### config.mk
export PLATFORM = sky130hd
export DESIGN_NAME = sprite_layer_compositor
export DESIGN_NICKNAME = d
export VERILOG_FILES = /design/src/rtl/sprite_layer_compositor.sv
export SDC_FILE = /design/constraint.sdc
export NUM_CORES = 1
export LEC_CHECK = 0
export ABC_AREA = 1
export BUFFER_PORTS_ARGS = -buffer_cell sky130_fd_sc_hd__buf_2
export CAP_MARGIN = 20
export CORE_MARGIN = 2
export CORE_UTILIZATION = 35
export DETAILED_ROUTE_END_ITERATION = 7
export GPL_TIMING_DRIVEN = 0
export PLACE_DENSITY = 0.68
export REMOVE_ABC_BUFFERS = 1
export SLEW_MARGIN = 30
export SYNTH_ARGS = -nofsm -noshare
export SYNTH_HDL_FRONTEND = slang
export SYNTH_SLANG_ARGS = --single-unit
export TNS_END_PERCENT = 1
### constraint.sdc
create_clock -name clk -period 2.2 [get_ports clk]
set_clock_uncertainty 0.15 [all_clocks]
set_input_delay 0.22 -clock clk [delete_from_list [all_inputs] [get_ports clk]]
set_output_delay 0.22 -clock clk [all_outputs]
set_load 0.02 [all_outputs]
### src/rtl/sprite_layer_compositor.sv
// Sprite layer compositor: picks the highest-priority opaque layer per pixel column and
// tracks per-frame layer collisions. Two-stage pipeline, one pixel per cycle, no backpressure.
module sprite_layer_compositor #(
  parameter int unsigned      NUM_LAYERS  = 9,
  parameter int unsigned      PIX_W       = 2,
  parameter int unsigned      PAL_W       = 1,
  parameter logic [PIX_W-1:0] TRANSPARENT = '0,
  localparam int unsigned     HL_W        = (NUM_LAYERS > 1) ? $clog2(NUM_LAYERS) : 1
) (
  input  logic                        clk,
  input  logic                        reset_n,
  input  logic                        valid_in,
  input  logic                        frame_start,
  input  logic [NUM_LAYERS-1:0]       layer_en,
  input  logic [NUM_LAYERS*PIX_W-1:0] pixel_data_in,
  input  logic [NUM_LAYERS*PAL_W-1:0] palette_data_in,
  output logic                        valid_out,
  output logic [PIX_W-1:0]            pixel_data_out,
  output logic [PAL_W-1:0]            palette_data_out,
  output logic                        hit,
  output logic [HL_W-1:0]             hit_layer,
  output logic                        collision,
  output logic [NUM_LAYERS-1:0]       collision_mask
);

  logic                        s1_valid_q;
  logic                        s1_fs_q;
  logic [NUM_LAYERS-1:0]       s1_en_q;
  logic [NUM_LAYERS*PIX_W-1:0] s1_pix_q;
  logic [NUM_LAYERS*PAL_W-1:0] s1_pal_q;

  logic [NUM_LAYERS-1:0] opaque;
  logic                  win_found;
  logic [HL_W-1:0]       win_idx;
  logic [PIX_W-1:0]      win_pix;
  logic [PAL_W-1:0]      win_pal;
  logic                  multi;
  logic [NUM_LAYERS-1:0] mask_d;

  // Stage 1: capture the column together with its enables and frame marker.
  always_ff @(posedge clk) begin
    if (!reset_n) begin
      s1_valid_q <= 1'b0;
      s1_fs_q    <= 1'b0;
      s1_en_q    <= '0;
      s1_pix_q   <= '0;
      s1_pal_q   <= '0;
    end else begin
      s1_valid_q <= valid_in;
      s1_fs_q    <= frame_start;
      s1_en_q    <= layer_en;
      s1_pix_q   <= pixel_data_in;
      s1_pal_q   <= palette_data_in;
    end
  end

  always_comb begin
    opaque = '0;
    for (int i = 0; i < NUM_LAYERS; i++) begin
      opaque[i] = s1_en_q[i] && (s1_pix_q[i*PIX_W +: PIX_W] != TRANSPARENT);
    end
  end

  // Lowest index wins; defaults describe the empty column.
  always_comb begin
    win_found = 1'b0;
    win_idx   = '0;
    win_pix   = TRANSPARENT;
    win_pal   = '0;
    for (int i = 0; i < NUM_LAYERS; i++) begin
      if (opaque[i] && !win_found) begin
        win_found = 1'b1;
        win_idx   = HL_W'(i);
        win_pix   = s1_pix_q[i*PIX_W +: PIX_W];
        win_pal   = s1_pal_q[i*PAL_W +: PAL_W];
      end
    end
  end

  // Clearing the lowest set bit leaves something only if two or more layers are opaque.
  assign multi = |(opaque & (opaque - NUM_LAYERS'(1)));

  always_comb begin
    mask_d = s1_fs_q ? '0 : collision_mask;
    if (s1_valid_q && multi) begin
      mask_d = mask_d | opaque;
    end
  end

  // Stage 2: selection results; pixel fields hold across idle cycles.
  always_ff @(posedge clk) begin
    if (!reset_n) begin
      valid_out        <= 1'b0;
      pixel_data_out   <= '0;
      palette_data_out <= '0;
      hit              <= 1'b0;
      hit_layer        <= '0;
      collision        <= 1'b0;
      collision_mask   <= '0;
    end else begin
      valid_out      <= s1_valid_q;
      hit            <= s1_valid_q && win_found;
      collision      <= s1_valid_q && multi;
      collision_mask <= mask_d;
      if (s1_valid_q) begin
        pixel_data_out   <= win_pix;
        palette_data_out <= win_pal;
        hit_layer        <= win_idx;
      end
    end
  end

endmodule
### Yosys cells after proc, flatten, opt, wreduce, memory -nomap -nowiden

Index checks and enable logic that the tools add are counted.

* memory bits (read-only): 0
* bits in registers: 57
* output and inout port bits: 19
* RAM bits: 0
* memories kept: 0
* latch bits: 0

* div/mod/pow operators: 0
* eq/ne operators: 0
* mux-type cells: 37
* order comparisons: 0
* bitwise operators: 2
* multiply operators: 0
* add/subtract/negate cells: 1
* reduce and logical (&&, ||, !) cells: 37
* shift operators: 0

Operators with widths (count)
* $mux 4: 7
* $logic_and 1x1->1: 19
* $mux 1: 19
* $mux 2: 9
* $mux 9: 2
* $reduce_bool 2->1: 9
* $and 9x9->9: 1
* $or 9x9->9: 1
* $reduce_or 9->1: 1
* $sub 9x1->9 const B: 1
* $logic_not 1->1: 8

### Depth between registers and ports, before layout

Gate-level depths: netlist of run 1.

* word-level depth: 28
* gate-level depth with buffers: 10
* mapped depth without buffers: 10

### Worst setup path after synthesis of run 1

No wires, ideal clock.

* path kind: reg-to-reg
* start point: register s1_pix_q[4]
* end point: register collision_mask[4]
* arrival time: 1333 ps
* cell stages (with the launch flop): 11
* path slack: 604 ps
* setup time: 113 ps
* clock period less this slack: 1596 ps
* cell sequence: dfxtp_1 -> nor2_2 -> nor2_2 -> nor2_1 -> nand2_2 -> nor2_2 -> nor2_2 -> nor3_4 -> nand2_4 -> nand3_1 -> nand2_1

* longest elaborated chain between the ends: 7

RTL lines
* start, declared: RTL line 29 `logic [NUM_LAYERS*PIX_W-1:0] s1_pix_q;`
* start signal, assigned: RTL line 52 `s1_pix_q <= pixel_data_in;`
* $reduce_bool 2->1 (*): RTL line 60 `opaque[i] = s1_en_q[i] && (s1_pix_q[i*PIX_W +: PIX_W] != TRANSPARENT);`
* $logic_and 1x1->1 (*): RTL line 60
* $sub 9x1->9: RTL line 81 `assign multi = |(opaque & (opaque - NUM_LAYERS'(1)));`
* $and 9x9->9 (*): RTL line 81
* $reduce_or 9->1 (*): RTL line 81
* $logic_and 1x1->1 (*): RTL line 85 `if (s1_valid_q && multi) begin`
* $mux 9 (*): RTL line 85
* end signal, assigned: RTL line 104 `collision_mask <= mask_d;`
* end, declared: RTL line 23 `output logic [NUM_LAYERS-1:0] collision_mask`

Mark *: on every way between the ends. The rest lies on a longest branch, timed or not.
A chain may end at the register's enable or synchronous reset.

### Worst setup path after layout of run 1

* start point: register s1_pix_q[7]
* end point: register collision_mask[4]

Same word-level chain as after synthesis.

==> summary.txt, run 1 <==
Status
  – Status: complete, no violations

Logic synthesis
  – Top cells by area, synth: dfxtp_1 (51%), nand2_1 (15%), inv_1 (9.1%)
  – Synthesized area: 2240 sq um
  – Ys Warns: 0
  – Top cell type's share of synthesized area: 0.510
  – Commonest cells post-synth: nand2_1 (87), dfxtp_1 (57), inv_1 (54)
  – Register bit total from synthesis: 57
  – Top-count cell post-synth: nand2_1
  – Sequential fraction of the synthesis area: 0.510
  – Unique masters post-synth: 27
  – FFs w/ async S/R, synth: 0
  – Yosys top cell by area: dfxtp_1
  – Number of synthesized flops with an enable pin: 0
  – Synth Instances: 302
  – Commonest register cell after synthesis: dfxtp_1
  – Synth Area per Inst: 7.41 sq um

Power and ir drop
  – Pwr Total: 2.20 mW
  – Pwr/cell area: 698 nW/um^2
  – IR Drop Worst-Case VDD: 0.290 mV
  – P_leak: 1.77 nW

Worst setup path
  – CP Launch Type: flop
  – CP required: 2.27 ns
  – Crit end category: flop
  – CP arrival: 1.90 ns
  – Critical path peak fanout: 8
  – Setup CP Type: reg2reg

STA
  – TNS Setup: 0 ns
  – Unrepaired setup endpoints after global routing: false
  – Period utilisation layout: 0.834
  – Final Hold Violating Endpoints: 0
  – Max-slew headroom: 0.559
  – Max-slew violation count: 0
  – Worst-Margin Slew: 0.662 ns
  – Worst hold margin: 0.268 ns
  – Max Clk Rate: 0.545 GHz
  – Period minus WS final: 1.83 ns
  – Final number of setup-violating endpoints: 0

Global route
  – Grt ovf: 0
  – Antenna violations before repair: 0
  – Largest net degree at the start of global routing: 41
  – First-pass GRT wire length: 8.27 mm
  – Gr usage total: 0.147
  – Number of global-route vias before repair: 1998

Drt
  – First-pass DRT Iterations: 4
  – Routed vias: 2073
  – 1st-iter DRT viols: 88
  – DRC Markers: 0
  – ANT nets after route: 0
  – DR WL/cell: 10.0 um
  – Final wirelength: 4.85 mm
  – Vias per Instance: 4.29

Clocking
  – Insertion delay to the later sink of the worst-skew pair: 0.33 ns
  – Clk sink count: 57
  – Clk slew on worst S/H paths: 0.05 ns
  – Max clock buf depth: 2
  – # resized after CTS: 0
  – Setup bufs post-CTS: 0
  – H-tree Lvls: 3
  – CTS tree: done
  – Root buf cell: clkbuf_8
  – Num CTS Buffers: 9

Placed design
  – Placed Cells: 432
  – Hpwl dp: 3.46 mm
  – IO Port Bufs: 58
  – Routability cong.: 0.868

Layout
  – Synthesis-to-layout area growth: 40.9%
  – Nets: 444
  – Fill count: 642
  – Non-Filler Instances: 483
  – N_diodes: 0
  – Share of cells above drive strength 1: 0.217

Floorplan
  – Initial Util: 0.357
  – FP Rows: 29
  – Die H: 84.0 um
  – Core Box Area: 6280 sq um
  – Die area: 7050 sq um
  – Ports: 59
  – DIE WIDTH: 84.0 um

Hold path
  – Worst hold path type: in2reg

Flow run
  – Max_cap viols: 0
worst paths after layout:
kind                startpoint                 to  slack [ns]  depth (start not counted)
min                    reset_n        s1_pix_q[1]        0.27                          3
min reg2reg  collision_mask[1]  collision_mask[1]        0.30                          2
max reg2reg        s1_pix_q[7]  collision_mask[4]        0.37                         10
max                s1_pix_q[7]  collision_mask[4]        0.37                         10
metal layers:
metal	global-route usage	up-vias	routed length [um]
met5	0	-	0
met1	0.160	902	2190
li1	-	1124	-
met2	0.257	40	2330
met4	0.0704	0	91
met3	0.0495	7	242
timing repair:
action | 4_1_cts | 5_1_grt
hold buffers | 38 | 0
endpoints found under the setup margin | 0 | 0
hold endpoints to repair | 38 | 0
layout make-up:
class / instances / area, sq um / share of cell area
Clock buffer: 13 / 169 / 0.0536
Inverter: 56 / 210 / 0.0666
Multi-Input combinational cell: 184 / 867 / 0.275
Sequential cell: 57 / 1140 / 0.362
Tap cell: 77 / 96.3 / 0.0305
Timing Repair Buffer: 96 / 671 / 0.213
through the flow:
stage	utilization	area, sq um	setup WS [ns]
global placement	0.415	2610	0.123
floorplan	-	2220	0.603
CTS	0.502	3150	0.374
finish	0.502	3150	0.366
detailed placement	0.415	2610	0.0955
global route	0.502	3150	0.172
placed cells by master (no fill, tap or decap), drive strengths merged:
| cell type | Yosys | routed |
|---|---|---|
| buf | 2 | 58 |
| a21oi | 11 | 11 |
| clkbuf | 3 | 13 |
| nand3 | 26 | 26 |
| a22o | 1 | 1 |
| dlygate4sd3 | 0 | 38 |
| nor2 | 32 | 32 |
| o21ai | 13 | 13 |
| inv | 54 | 54 |
| a22oi | 2 | 2 |
| or2 | 2 | 2 |
| nor3 | 4 | 4 |
| clkinv | 2 | 2 |
| dfxtp | 57 | 57 |
| nand4 | 2 | 2 |
| o211ai | 1 | 1 |
| nand2 | 90 | 90 |
registers in the layout (all words and copies together) (netlist names):
name,cells
s1_fs_q,1
collision,1
pixel_data_out,2
palette_data_out,1
s1_pix_q,18
s1_valid_q,1
hit_layer,4
valid_out,1
s1_pal_q,9
s1_en_q,9
hit,1
collision_mask,9
worst max-delay path, cell delays in order, from the launching register on:
cell and delay, ns:
dfxtp_1 0.33, nor2_1 0.10, nor2_1 0.09, nor2_1 0.21, nand2_2 0.11, nor2_2 0.19, nor2_2 0.07, nor3_4 0.23
nand2_4 0.10, nand3_1 0.09, nand2_1 0.05
report_power, final:
part | switching (mW) | internal, mW
clock | 0.342 | 0.481
combinational | 0.147 | 0.129
sequential | 0.0244 | 1.08
cell families after synthesis:
logic type             share of synthesized area
and+or+nand+nor                            0.311
buffers and inverters                      0.103
AOI/OAI and AO/OA                         0.0760
DFF                                        0.510
Power figures use the tool's default switching activity.
==> inputs of run 2 (changes only) <==
--- a/config.mk
+++ b/config.mk
@@ -5,14 +5,14 @@
 export SDC_FILE = /design/constraint.sdc
 export NUM_CORES = 1
 export LEC_CHECK = 0
-export ABC_AREA = 1
+export ABC_AREA = 0
 export BUFFER_PORTS_ARGS = -buffer_cell sky130_fd_sc_hd__buf_2
 export CAP_MARGIN = 20
 export CORE_MARGIN = 2
 export CORE_UTILIZATION = 35
 export DETAILED_ROUTE_END_ITERATION = 7
 export GPL_TIMING_DRIVEN = 0
-export PLACE_DENSITY = 0.68
+export PLACE_DENSITY = 0.7
 export REMOVE_ABC_BUFFERS = 1
 export SLEW_MARGIN = 30
 export SYNTH_ARGS = -nofsm -noshare
==> constraint.sdc (replaced) <==
create_clock -name clk -period 1.61 [get_ports clk]
set_clock_uncertainty 0.15 [all_clocks]
set_input_delay 0.161 -clock clk [delete_from_list [all_inputs] [get_ports clk]]
set_output_delay 0.161 -clock clk [all_outputs]
set_load 0.02 [all_outputs]
==> run 2 against run 1 <==
  * The run now ends with DRC, setup timing left
  * Synthesized cell count down 20%
  * Final cell count decreased by 9.1%
  * Area after synthesis grew 4.8%
  * Critical path type unchanged
  * Largest cell class is now multi-input gates
  * Highest routed layer unchanged
==> summary.txt, run 2 <==
STA
  – Unrepaired setup endpoints after global routing: true
  – Period minus WS final: 1.76 ns
  – Setup ws final: -0.154 ns
  – Period utilisation layout: 1.10
  – Max Clk Rate: 0.567 GHz
  – Max-slew headroom: 0.648
  – Worst-Margin Slew: 0.526 ns
  – Worst hold margin: 0.188 ns
  – Max-slew violation count: 0
  – Final Hold Violating Endpoints: 0
  – Final number of setup-violating endpoints: 15

Logic synthesis
  – Synth Instances: 241
  – Synthesized area: 2350 sq um
  – Top cell type's share of synthesized area: 0.486
  – Register bit total from synthesis: 57
  – Top cells by area, synth: dfxtp_1 (49%), and2_1 (11%), nand2_1 (3.7%)
  – Number of synthesized flops with an enable pin: 0
  – Commonest cells post-synth: dfxtp_1 (57), and2_1 (40), nand2_1 (23)
  – Top-count cell post-synth: dfxtp_1
  – Sequential fraction of the synthesis area: 0.486
  – Ys Warns: 0
  – Synth Area per Inst: 9.73 sq um
  – Commonest register cell after synthesis: dfxtp_1
  – Yosys top cell by area: dfxtp_1
  – Unique masters post-synth: 47
  – FFs w/ async S/R, synth: 0

Power and ir drop
  – P_leak: 1.55 nW
  – IR Drop Worst-Case VDD: 0.558 mV
  – Pwr/cell area: 1080 nW/um^2

Drt
  – WL met3: 331 um
  – Vias per Instance: 4.96
  – Routed vias: 2179
  – First-pass DRT Iterations: 8
  – DRC Markers: 4
  – Final wirelength: 5.92 mm
  – DRT met1 WL: 2.66 mm
  – ANT nets after route: 0
  – Uppermost layer routed: met4
  – WL met2: 2.81 mm
  – DR WL/cell: 13.5 um
  – 1st-iter DRT viols: 172

Global route
  – Largest net degree at the start of global routing: 42
  – First-pass GRT wire length: 9.97 mm
  – Number of global-route vias before repair: 2158
  – Grt ovf: 0
  – Antenna violations before repair: 0
  – Gr usage total: 0.173

Placed design
  – Hpwl dp: 3.73 mm
  – Placed Area: 2690 sq um
  – Routability cong.: 0.873
  – IO Port Bufs: 58

Layout
  – Post-route cell area: 3650 sq um
  – Most frequent cells in the layout: buf_2 (58), dfxtp_1 (47), and2_1 (40)
  – Nets: 397
  – N_diodes: 0
  – Synthesis-to-layout area growth: 55.6%
  – Largest Register: s1_pix_q
  – Largest register FFs: 18
  – Most common cell after layout, fill and taps aside: buf_2
  – Share of cells above drive strength 1: 0.367

Clocking
  – Clk sink count: 57
  – Clk slew on worst S/H paths: 0.06 ns
  – Insertion delay to the later sink of the worst-skew pair: 0.34 ns
  – Max clock buf depth: 2
  – Root buf cell: clkbuf_8
  – CTS tree: done
  – Num CTS Buffers: 9
  – H-tree Lvls: 3

Hold path
  – Worst hold path type: in2reg
  – Hold path depth: 3

Status
  – Failing checks: DRC, setup timing
  – Status: finished, violations left

Worst setup path
  – Max stage delay cell, worst path: dfxtp_2
  – CP arrival: 1.82 ns
  – Setup CP Type: reg2reg
  – CP Cell Sequence: o21a_4, nor4_4, buf_4, o2111ai_4, nand2_2, o211ai_1
  – CP required: 1.66 ns
  – Crit end category: flop
  – CP Depth: 6
  – Slowest stage delay, CP: 0.35 ns
  – Critical path peak fanout: 6
  – Critical path's top delay family: compound AO/OA/AOI/OAI gates
  – CP Launch Type: flop
  – WP buf/inv: 1
  – Worst R2R Path Depth: 6

Floorplan
  – Die H: 85.9 um
  – Initial Util: 0.365
  – DIE WIDTH: 85.9 um
  – Die area: 7370 sq um
  – Ports: 59
  – FP Rows: 29
  – Core Box Area: 6420 sq um

Flow run
  – Max_cap viols: 0
-- run 2: routing by layer --
metal,track usage,vias up
met5,0,-
met4,0.0837,0
met3,0.0577,10
met2,0.278,64
met1,0.208,1002
li1,-,1103
-- run 2: report_power, final --
group	total, mW	switching [mW]	internal [mW]	leakage (nW)
clock network	1.92	0.535	1.38	0.144
logic	0.485	0.226	0.259	0.928
registers	1.55	0.0672	1.48	0.474
-- run 2: cells by family after synthesis --
| logic type | Yosys count | share of synthesized area |
|---|---|---|
| DFF | 57 | 0.486 |
| muxes | 3 | 0.0128 |
| and+or+nand+nor | 95 | 0.226 |
| adders and majority gates | 2 | 0.00907 |
| buffers and inverters | 11 | 0.0197 |
| AOI/OAI and AO/OA | 73 | 0.246 |
-- run 2: path summary, 6_finish.rpt --
check,start,slack [ns],to
max,s1_pix_q[5],-0.15,collision_mask[2]
min,reset_n,0.19,pixel_data_out[1]
max reg2reg,s1_pix_q[5],-0.15,collision_mask[2]
min reg2reg,collision_mask[7],0.30,collision_mask[7]
-- run 2: metrics by stage --
stage | utilization | power, mW | std cells | setup slack (ns) | TNS, ns
6_report | 0.568 | 3.95 | 439 | -0.154 | -1.62
3_5_place_dp | 0.419 | 1.89 | 367 | -0.522 | -6.86
4_1_cts | 0.549 | 3.94 | 428 | -0.166 | -1.53
3_3_place_gp | 0.419 | 1.89 | 367 | -0.798 | -10.24
5_1_grt | 0.568 | 4.10 | 439 | -0.248 | -3.02
2_1_floorplan | - | 1.77 | 232 | -0.374 | -4.12
-- run 2: what timing repair did --
action / in CTS / in global routing
hold buffers: 38 / 0
setup endpoints to repair: 18 / 18
cloned: 0 / 0
setup buffers: 7 / 11
gates resized for setup: 27 / 11
hold endpoints to repair: 38 / 0
pin swaps: 19 / 12
-- run 2: final cells by class --
cell class,count,area [sq um]
tap,77,96.3
inverter,2,7.51
clock inverter,5,150
timing repair buffer,114,806
sequential,57,1160
multi-input combinational,173,1290
fill,553,2770
clock buffer,11,141
-- run 2: worst register-to-register path, stage by stage (launching register included) --
cell and delay, ns:
dfxtp_2 0.35, o21a_4 0.25, nor4_4 0.27, buf_4 0.18
o2111ai_4 0.18, nand2_2 0.15, o211ai_1 0.09
==> inputs of run 3 (changes only) <==
--- a/config.mk
+++ b/config.mk
@@ -12,7 +12,7 @@
 export CORE_UTILIZATION = 35
 export DETAILED_ROUTE_END_ITERATION = 7
 export GPL_TIMING_DRIVEN = 0
-export PLACE_DENSITY = 0.7
+export PLACE_DENSITY = 0.61
 export REMOVE_ABC_BUFFERS = 1
 export SLEW_MARGIN = 30
 export SYNTH_ARGS = -nofsm -noshare
==> run 3 against run 2 <==
  * The flow still finishes with violations (DRC, setup timing)
  * Routed wire length shrank 3.5%
  * Combinational power decreased by 5.6%
  * Via count shrank 2.7%
  * Power down 8.6%
  * Largest cell class unchanged
  * Highest routed layer unchanged
==> summary.txt, run 3 (synthesis gave the netlist of run 2 again) <==
Global route
  – Gr usage total: 0.166
  – Grt ovf: 0
  – First-pass GRT wire length: 9.42 mm
  – Number of global-route vias before repair: 2090
  – Largest net degree at the start of global routing: 42
  – Antenna violations before repair: 0

Power and ir drop
  – IR Drop Worst-Case VDD: 0.465 mV
  – Pwr/cell area: 1030 nW/um^2
  – P_leak: 1.47 nW

Clocking
  – Clk slew on worst S/H paths: 0.06 ns
  – Num CTS Buffers: 9
  – Clk sink count: 57
  – Max clock buf depth: 2
  – Root buf cell: clkbuf_8
  – CTS tree: done
  – H-tree Lvls: 3
  – Insertion delay to the later sink of the worst-skew pair: 0.34 ns

Layout
  – Most common cell after layout, fill and taps aside: buf_2
  – Synthesis-to-layout area growth: 49.3%
  – Post-route cell area: 3500 sq um
  – Nets: 386
  – Fill count: 602
  – Largest register FFs: 18
  – Most frequent cells in the layout: buf_2 (58), dfxtp_1 (49), and2_1 (39)
  – N_diodes: 0
  – Largest Register: s1_pix_q
  – Share of cells above drive strength 1: 0.342

Floorplan
  – Core Box Area: 6420 sq um
  – Initial Util: 0.365
  – FP Rows: 29
  – Die H: 85.9 um
  – Ports: 59
  – DIE WIDTH: 85.9 um
  – Die area: 7370 sq um

Hold path
  – Worst hold path type: in2reg

Drt
  – Final wirelength: 5.71 mm
  – DRC Markers: 1
  – 1st-iter DRT viols: 150
  – DR WL/cell: 13.3 um
  – Vias per Instance: 4.95
  – Routed vias: 2120
  – First-pass DRT Iterations: 8
  – ANT nets after route: 0

STA
  – TNS Setup: -1.96 ns
  – Max-slew headroom: 0.659
  – Period minus WS final: 1.79 ns
  – Final number of setup-violating endpoints: 15
  – Setup ws final: -0.181 ns
  – Worst-Margin Slew: 0.512 ns
  – Max-slew violation count: 0
  – Unrepaired setup endpoints after global routing: true
  – Period utilisation layout: 1.11
  – Final Hold Violating Endpoints: 0
  – Worst hold margin: 0.200 ns
  – Max Clk Rate: 0.558 GHz

Placed design
  – Hpwl dp: 3.71 mm
  – Placed Area: 2690 sq um
  – IO Port Bufs: 58
  – Routability cong.: 0.821

Worst setup path
  – WP buf/inv: 0
  – CP Launch Type: flop
  – Crit end category: flop
  – Slowest stage delay, CP: 0.41 ns
  – Critical path peak fanout: 6
  – Max stage delay cell, worst path: nor4_4
  – CP arrival: 1.85 ns
  – CP Cell Sequence: o21a_4, nor4_4, o2111ai_4, nand2_2, o211ai_1
  – Setup CP Type: reg2reg
  – Critical path's top delay family: simple AND/OR/NAND/NOR gates
  – CP required: 1.67 ns

Flow run
  – Max_cap viols: 0

Status
  – Status: finished, violations left
  – Failing checks: DRC, setup timing
[run 3: where the power goes]
part	leakage (nW)	internal (mW)	switching [mW]
clock network	0.120	1.07	0.541
registers	0.473	1.48	0.0644
logic	0.882	0.239	0.219
total	1.47	2.78	0.824
[run 3: layout make-up]
type / instances / area [sq um] / share of cell area
multi-input combinational: 173 / 1280 / 0.365
clock buffer: 11 / 141 / 0.0404
sequential: 57 / 1150 / 0.329
inverter: 2 / 7.51 / 0.00214
tap: 77 / 96.3 / 0.0275
clock inverter: 5 / 103 / 0.0293
timing repair buffer: 103 / 723 / 0.207
[run 3: what timing repair did]
item,in CTS,in global routing
endpoints found under the hold margin,38,0
pin swaps,14,0
resized for setup,24,12
endpoints found under the setup margin,18,18
setup buffers,7,0
hold buffers,38,0
[run 3: layer usage]
metal	GRT usage	vias to the layer above	wire, um
li1	-	1084	-
met1	0.202	966	2570
met2	0.271	61	2720
met3	0.0404	9	286
met4	0.0866	0	136
met5	0	-	0
[run 3: final timing paths]
check	startpoint	to	slack, ns	cells past startpoint
max	s1_pix_q[6]	collision_mask[2]	-0.18	5
min	reset_n	pixel_data_out[1]	0.20	3
max reg2reg	s1_pix_q[6]	collision_mask[2]	-0.18	5
min reg2reg	collision_mask[6]	collision_mask[6]	0.29	2
[run 3: per-stage QoR]
stage	util	std cells	setup slack [ns]	power (mW)
4_1_cts	0.540	428	-0.168	3.62
2_1_floorplan	-	232	-0.374	1.77
3_5_place_dp	0.419	367	-0.559	1.90
6_report	0.545	428	-0.181	3.61
5_1_grt	0.545	428	-0.272	3.75
3_3_place_gp	0.419	367	-0.880	1.89
[run 3: worst min-delay path: stages]
cell     delay [ns]
buf_2          0.27
o21ai_0        0.15
a31oi_1        0.05
